[src/rtl/key_evt_ctrl.sv]
// key_evt_ctrl: classifies debounced key press/release pulses into short, double and long events
module key_evt_ctrl #(
  parameter int unsigned CNT_LONG = 49_999_999,
  parameter int unsigned CNT_DBL  = 14_999_999
) (
  input  logic       clk,
  input  logic       rst,
  input  logic       key_press,
  input  logic       key_release,
  output logic       short_flag,
  output logic       double_flag,
  output logic       long_flag,
  output logic       busy,
  output logic [2:0] state
);
  typedef enum logic [2:0] {IDLE = 3'd0, PRESS1 = 3'd1, WAIT2 = 3'd2, PRESS2 = 3'd3, HOLD = 3'd4} state_t;
  localparam logic [31:0] LONG_M1 = 32'(CNT_LONG - 1);
  localparam logic [31:0] DBL_M1  = 32'(CNT_DBL - 1);
  state_t      state_q, state_d;
  logic [31:0] cnt_q, cnt_d;
  logic        short_q, short_d, double_q, double_d, long_q, long_d;
  logic        prs, rel;
  always_comb begin
    prs      = key_press & ~key_release;
    rel      = key_release & ~key_press;
    state_d  = state_q;
    short_d  = 1'b0;
    double_d = 1'b0;
    long_d   = 1'b0;
    case (state_q)
      IDLE:    state_d = prs ? PRESS1 : IDLE;
      PRESS1: begin
        if (rel) state_d = WAIT2;
        else if (cnt_q == LONG_M1) begin
          state_d = HOLD;
          long_d  = 1'b1;
        end
      end
      WAIT2: begin
        if (prs) state_d = PRESS2;
        else if (cnt_q == DBL_M1) begin
          state_d = IDLE;
          short_d = 1'b1;
        end
      end
      PRESS2: begin
        if (rel) begin
          state_d  = IDLE;
          double_d = 1'b1;
        end else if (cnt_q == LONG_M1) begin
          state_d  = HOLD;
          double_d = 1'b1;
        end
      end
      HOLD:    state_d = rel ? IDLE : HOLD;
      default: state_d = IDLE;
    endcase
    cnt_d = (state_d != state_q) ? 32'd0 : cnt_q + 32'd1;
  end
  always_ff @(posedge clk) begin
    if (rst) begin
      state_q  <= IDLE;
      cnt_q    <= 32'd0;
      short_q  <= 1'b0;
      double_q <= 1'b0;
      long_q   <= 1'b0;
    end else begin
      state_q  <= state_d;
      cnt_q    <= cnt_d;
      short_q  <= short_d;
      double_q <= double_d;
      long_q   <= long_d;
    end
  end
  assign short_flag  = short_q;
  assign double_flag = double_q;
  assign long_flag   = long_q;
  assign busy        = (state_q != IDLE);
  assign state       = state_q;
endmodule

[config.mk]
export PLATFORM = sky130hd
export DESIGN_NAME = key_evt_ctrl
export DESIGN_NICKNAME = d
export VERILOG_FILES = /design/src/rtl/key_evt_ctrl.sv
export SDC_FILE = /design/constraint.sdc
export NUM_CORES = 1
export LEC_CHECK = 0
export CORE_MARGIN = 2
export CORE_UTILIZATION = 55
export CTS_BUF_LIST = sky130_fd_sc_hd__clkbuf_4
export CTS_CLUSTER_DIAMETER = 50
export CTS_CLUSTER_SIZE = 10
export DETAILED_ROUTE_END_ITERATION = 8
export GPL_TIMING_DRIVEN = 0
export PLACE_DENSITY = 0.81
export SYNTH_ARGS = -nofsm -noshare
export SYNTH_HDL_FRONTEND = slang
export SYNTH_SLANG_ARGS = --single-unit
[constraint.sdc]
create_clock -name clk -period 3.1 [get_ports clk]
set_input_delay 0.62 -clock clk [delete_from_list [all_inputs] [get_ports clk]]
set_output_delay 0.62 -clock clk [all_outputs]
set_load 0.05 [all_outputs]
==> parameters.txt, run 1 <==
Parameter                              Value

Outcome
  Result of the run    complete, no violations

Placement
  Routability Congestion    0.862
  Placed instance area    1980 sq um
  HPWL after detailed placement    roughly 2700 um
  Number of cells in the design after placement    265
  Count of buffers inserted at the top-level ports    10

Synthesis
  Sequential fraction of the synthesis area    41.6%
  Commonest register cell after synthesis    sky130_fd_sc_hd__dfxtp_1
  Nets in the synthesized netlist    217
  Post-synth top area cell    sky130_fd_sc_hd__dfxtp_1
  Library cell with the highest instance count after synthesis    sky130_fd_sc_hd__dfxtp_1
  Async set or reset register ratio after synthesis    0%
  Cell count after synthesis    211
  Number of enable-type register cells in the synthesized netlist    0
  Synthesized area per cell    8.67 sq um
  Post-Synthesis Cell Area    1830 sq um
  Count of unique library cells instantiated by Yosys    33
  Share of the synthesized area in the top cell type    41.6%
  #FFs+latches synth    38
  Most frequent cells after synthesis    sky130_fd_sc_hd__dfxtp_1 (38), sky130_fd_sc_hd__nor2_1 (26), sky130_fd_sc_hd__nor3_1 (20), sky130_fd_sc_hd__nand4_1 (16)
  Dominant cells by area after synthesis    sky130_fd_sc_hd__dfxtp_1 (42%), sky130_fd_sc_hd__xnor2_1 (6.7%), sky130_fd_sc_hd__xor2_1 (6.7%)
  Total of warnings raised by yosys    0

Global routing
  Largest net degree at the start of global routing    14
  Via count of the first global-routing pass    roughly 1400
  Global route overflow    0
  Global-route usage over all layers    22.7%
  First-pass GRT wire length    about 6300 um
  Antenna violations before repair    0

Finish
  Relative area change from synthesis to final layout    13.0%
  Fraction of final layout cells sized beyond drive strength 1    under 10%
  Sequential Area    761 sq um
  Number of diodes    0
  Multi-input combinational cell area    between 1000 and 1500 sq um
  FILL cells    ~280
  Fin area    2070 sq um
  Layout Nets    234
  Post-Layout Cell Count    ~270

Route
  Max Used Layer    met4
  Met3 Wirelength    245 um
  Drt total wl    approximately 3800 um
  Metal2 WL    1770 um
  Detailed-route via count    1585
  Routed wire length per instance    13.9 um
  Detail Route Antenna Nets    0
  Detailed Routing Iterations Pass 1    5
  DRC    0
  Total routed wire length on the met1 layer    between 1500 and 2000 um
  Number of violations reported at the end of detailed-routing iteration 0    165
  Per-cell via count in the routed design    5.81

Timing
  Final hold violation count    0
  Setup skew after layout    0.0173 ns
  Worst Hold Slack    0.520 ns
  Slew Limit Fails    0
  Maximum frequency from static timing analysis    0.369 GHz
  Worst slew margin relative to its limit    25.8%
  Setup repair after global routing missed its margin    false
  Part of the cycle the worst path needs    87.5%
  Final setup TNS    0 ns
  Worst-margin pin slew    ~1.1 ns
  Minimum clock period after layout    2.71 ns
  Setup violations, final    0

Job
  Max-cap check violation count    0

Worst setup path
  Crit start category    flip-flop
  Arrival time at the worst endpoint    approximately 2.1 ns
  Largest driver fanout on the critical path    10
  Critical path class    flip-flop to output port
  Nature of the critical path endpoint    output port
  Crit path required time    about 2.5 ns

Min path
  Worst min path class    flip-flop to flip-flop

Die
  Num rows    20
  Height of the die    approximately 62 um
  Total die area    3800 sq um
  Initial Utilization    between 50% and 60%
  Core outline area    roughly 3100 sq um
  DIE WIDTH    61.7 um
  I/O pin count    11

Power and ir drop
  VDD IR max    318 uV
  Total power per unit cell area    445 nW/um^2
  Static leakage power    0.637 nW

Clocking
  Clock insertion delay at the later pin of the skew report    about 0.36 ns
  Clock sink count    38
  Number of buffers created by CTS    5
  Worst-path clk slew    0.11 ns
  Clock tree from TritonCTS    built
  Total of cells resized after clock tree synthesis    0
  Post-CTS Setup Inserts    0
  # H-tree levels    2
  Root Buffer Master    sky130_fd_sc_hd__clkbuf_4
  Hold buffers post-CTS    0
  Max clock buf depth    2
[flip-flops by register name, summed over array words and instances, names as in the netlist]
signal       flops
cnt_q           32
double_flag      1
short_flag       1
long_flag        1
state            3
[per-layer routing]
layer / GRT usage, % / up-vias
met5: 0 / -
met4: 9.12 / 0
met3: 5.88 / 13
met2: 36.5 / 54
met1: 29.1 / 725
li1: - / 793
[logic make-up (layout without fill, tap and decap cells)]
| family | after synthesis | count (layout) | synth area share, % |
|---|---|---|---|
| XOR/XNOR | 28 | 28 | 13.4 |
| adder cells (fa/ha/maj) | 2 | 2 | 1.37 |
| AND/OR/NAND/NOR | 115 | 115 | 33.5 |
| AO/OA/AOI/OAI | 14 | 14 | 6.63 |
| flip-flops | 38 | 38 | 41.6 |
| buffers and inverters | 14 | 32 | 3.49 |
[critical path, cell delays in order (launching register included)]
cell and delay, ns:
sky130_fd_sc_hd__dfxtp_1 0.48, sky130_fd_sc_hd__clkbuf_1 0.31, sky130_fd_sc_hd__or3_1 0.17, sky130_fd_sc_hd__clkdlybuf4s50_1 0.79
[placed cells by master, fill, tap and decap left out, types with 3 or more instances in the layout]
cell / netlist / final
sky130_fd_sc_hd__nand2_1: 12 / 12
sky130_fd_sc_hd__xor2_1: 14 / 14
sky130_fd_sc_hd__nand4_1: 16 / 16
sky130_fd_sc_hd__nor3_1: 20 / 20
sky130_fd_sc_hd__buf_2: 3 / 3
sky130_fd_sc_hd__o21ai_0: 3 / 3
sky130_fd_sc_hd__a311oi_1: 3 / 3
sky130_fd_sc_hd__or4b_1: 3 / 3
sky130_fd_sc_hd__or3_1: 4 / 4
sky130_fd_sc_hd__nand3_1: 13 / 13
sky130_fd_sc_hd__clkbuf_4: 0 / 5
sky130_fd_sc_hd__nor4_1: 6 / 6
sky130_fd_sc_hd__and3_1: 3 / 3
sky130_fd_sc_hd__xnor2_1: 14 / 14
sky130_fd_sc_hd__clkdlybuf4s50_1: 0 / 10
sky130_fd_sc_hd__dfxtp_1: 38 / 38
sky130_fd_sc_hd__nor2_1: 26 / 26
sky130_fd_sc_hd__inv_1: 8 / 8
[layout make-up]
cell class / instances / area share, %
Buffer: 6 / 1.63
Clock buffer: 5 / 1.82
Clock inverter: 3 / 2.18
Inverter: 8 / 1.45
Multi-Input combinational cell: 159 / 48.6
Sequential cell: 38 / 36.8
Tap cell: 44 / 2.66
Timing Repair Buffer: 10 / 4.84
[through the flow]
step | utilization, % | worst slack, ns | power [mW]
final | 66.6 | 0.386 | 0.920
after global placement | 64.0 | 0.453 | 0.590
after floorplan | - | 0.919 | 0.567
after global routing | 66.6 | 0.252 | 0.954
after CTS | 66.6 | 0.383 | 0.927
after detailed placement | 64.0 | 0.449 | 0.590
[power breakdown]
part | switching, mW | total (mW) | internal [mW]
registers | 0.0127 | 0.510 | 0.497
clock network | 0.171 | 0.340 | 0.169
logic | 0.0439 | 0.0703 | 0.0264
[path summary, 6_finish.rpt]
| check | start | endpoint | slack (ns) | cells after the start |
|---|---|---|---|---|
| min | cnt_q[0] | cnt_q[0] | 0.52 | 1 |
| max reg2reg | cnt_q[0] | cnt_q[15] | 0.54 | 8 |
| min reg2reg | cnt_q[0] | cnt_q[0] | 0.52 | 1 |
| max | state[0] | busy | 0.39 | 3 |
Power figures use the tool's default switching activity.
==> run 2: changes to the inputs <==
PLACE_DENSITY = 0.84   (was 0.81)
RECOVER_POWER = 50   (was default)
clock period = 2.3 ns   (was 3.1 ns; I/O delays follow)
==> parameters.txt, run 2 (synthesized netlist as in run 1, its figures left out) <==
Parameter                              Value

Outcome
  Result of the run    complete, no violations

Timing
  Part of the cycle the worst path needs    98.6%
  PnR worst setup slack    0.0315 ns
  Setup violations, final    0
  Minimum clock period after layout    2.27 ns
  Slew Limit Fails    0
  Maximum frequency from static timing analysis    0.441 GHz
  Worst-margin pin slew    between 0.6 and 0.7 ns
  Setup repair after global routing missed its margin    true
  Final hold violation count    0
  Setup skew after layout    0.00728 ns
  Worst slew margin relative to its limit    53.5%

Power and ir drop
  VDD IR max    441 uV
  Static leakage power    between 0.6 and 0.7 nW
  Total power per unit cell area    approximately 520 nW/um^2

Placement
  Count of buffers inserted at the top-level ports    10
  Routability Congestion    0.834
  Placed instance area    1980 sq um
  HPWL after detailed placement    between 2000 and 3000 um
  Post-placement setup slack    -0.242 ns

Clocking
  Max clock buf depth    2
  Clock sink count    38
  Worst-path clk slew    0.10 ns
  Number of buffers created by CTS    5
  Clock tree from TritonCTS    built
  # H-tree levels    2
  Hold buffers post-CTS    0
  Clock insertion delay at the later pin of the skew report    roughly 0.34 ns
  Root Buffer Master    sky130_fd_sc_hd__clkbuf_4

Finish
  Max FFs per register    32
  Relative area change from synthesis to final layout    20.5%
  Number of diodes    0
  Final Util    71.0%
  Fin area    between 2000 and 2500 sq um
  Layout Nets    240
  Fraction of final layout cells sized beyond drive strength 1    16.6%
  Largest Register    cnt_q
  Most common cell after layout, fill and taps aside    sky130_fd_sc_hd__dfxtp_1
  FILL cells    253
  Commonest cells after routing, fill and taps aside    sky130_fd_sc_hd__dfxtp_1 (36), sky130_fd_sc_hd__nor2_1 (26), sky130_fd_sc_hd__nand4_1 (16)

Job
  Max-cap check violation count    0

Global routing
  Largest net degree at the start of global routing    12
  Global-route usage over all layers    24.6%
  First-pass GRT wire length    6740 um
  Antenna violations before repair    0
  Global route overflow    0
  Via count of the first global-routing pass    1498

Min path
  Worst min path class    flip-flop to flip-flop
  Startpoint of the most critical hold path    cnt_q[0]

Die
  I/O pin count    11
  Core outline area    about 3100 sq um
  Initial Utilization    59.0%
  Height of the die    61.7 um
  Total die area    3800 sq um
  Num rows    20
  DIE WIDTH    61.7 um

Route
  Detailed-route via count    1668
  Drt total wl    between 4000 and 5000 um
  Routed wire length per instance    between 10 and 15 um
  Detailed Routing Iterations Pass 1    4
  Per-cell via count in the routed design    5.98
  Detail Route Antenna Nets    0
  DRC    0
  Number of violations reported at the end of detailed-routing iteration 0    101

Worst setup path
  Startpoint of the worst register-to-register path    cnt_q[0]
  Critical path class    flip-flop to flip-flop
  Nature of the critical path endpoint    flip-flop
  Crit path required time    between 2 and 3 ns
  Largest driver fanout on the critical path    10
  Crit start category    flip-flop
  Critical path launch point    cnt_q[0]
  Arrival time at the worst endpoint    2.51 ns
[run 2: cell types whose count changed in the layout (fill, tap and decap cells not counted), sizes merged]
cell	before	now
buf	4	8
bufinv	1	0
clkbuf	7	11
clkdlybuf4s50	10	9
clkinv	0	2
clkinvlp	2	0
[run 2: area by class of cell]
class | count | area (sq um) | area share [%]
Buffer | 6 | 41.3 | 1.87
Clock buffer | 6 | 45.0 | 2.04
Clock inverter | 2 | 8.76 | 0.397
Inverter | 8 | 30.0 | 1.36
Multi-Input combinational cell | 159 | 1110 | 50.6
Sequential cell | 38 | 766 | 34.7
Tap cell | 44 | 55.1 | 2.50
Timing Repair Buffer | 16 | 144 | 6.53
[run 2: where the power goes]
group	switching (mW)	internal, mW
sequential	0.0210	0.672
combinational	0.0694	0.0543
clock	0.208	0.127
[run 2: metal layers]
layer | track usage [%] | share of wire [%] | vias up | routed length (um)
met2 | 41.8 | 51 | 47 | 2110
met4 | 9.12 | 2.0 | 0 | 85
li1 | - | - | 806 | -
met5 | 0 | 0 | - | 0
met3 | 7.14 | 4.9 | 10 | 206
met1 | 29.2 | 42 | 805 | 1770
[run 2: worst paths after layout]
check,to,slack (ns),depth (start not counted)
min reg2reg,cnt_q[0],0.47,1
max reg2reg,cnt_q[14],0.03,8
max,cnt_q[14],0.03,8
min,cnt_q[0],0.47,1
[run 2: timing repair]
item                       in CTS  in global routing
setup endpoints to repair      33                 34
hold endpoints to repair        0                  0
pin swaps                       3                  8
setup buffers                   5                  1
resized for setup               8                 21
[run 2: stage by stage]
step	hold WS [ns]	power, mW	cells	TNS [ns]
after floorplan	0.467	0.764	211	0
after global placement	0.491	0.794	265	-5.78
after detailed placement	0.493	0.797	265	-6.65
after CTS	0.516	1.14	278	0
after global routing	0.488	1.21	279	-0.589
final	0.469	1.15	279	0
[run 2: worst max-delay path: stages, from the launching register on]
cell and delay, ns:
sky130_fd_sc_hd__dfxtp_4 0.38, sky130_fd_sc_hd__inv_2 0.06, sky130_fd_sc_hd__ha_4 0.11, sky130_fd_sc_hd__or4b_4 0.46, sky130_fd_sc_hd__nor3_4 0.28, sky130_fd_sc_hd__a31oi_4 0.19
sky130_fd_sc_hd__a311oi_4 0.42, sky130_fd_sc_hd__buf_6 0.20, sky130_fd_sc_hd__nor3_1 0.06
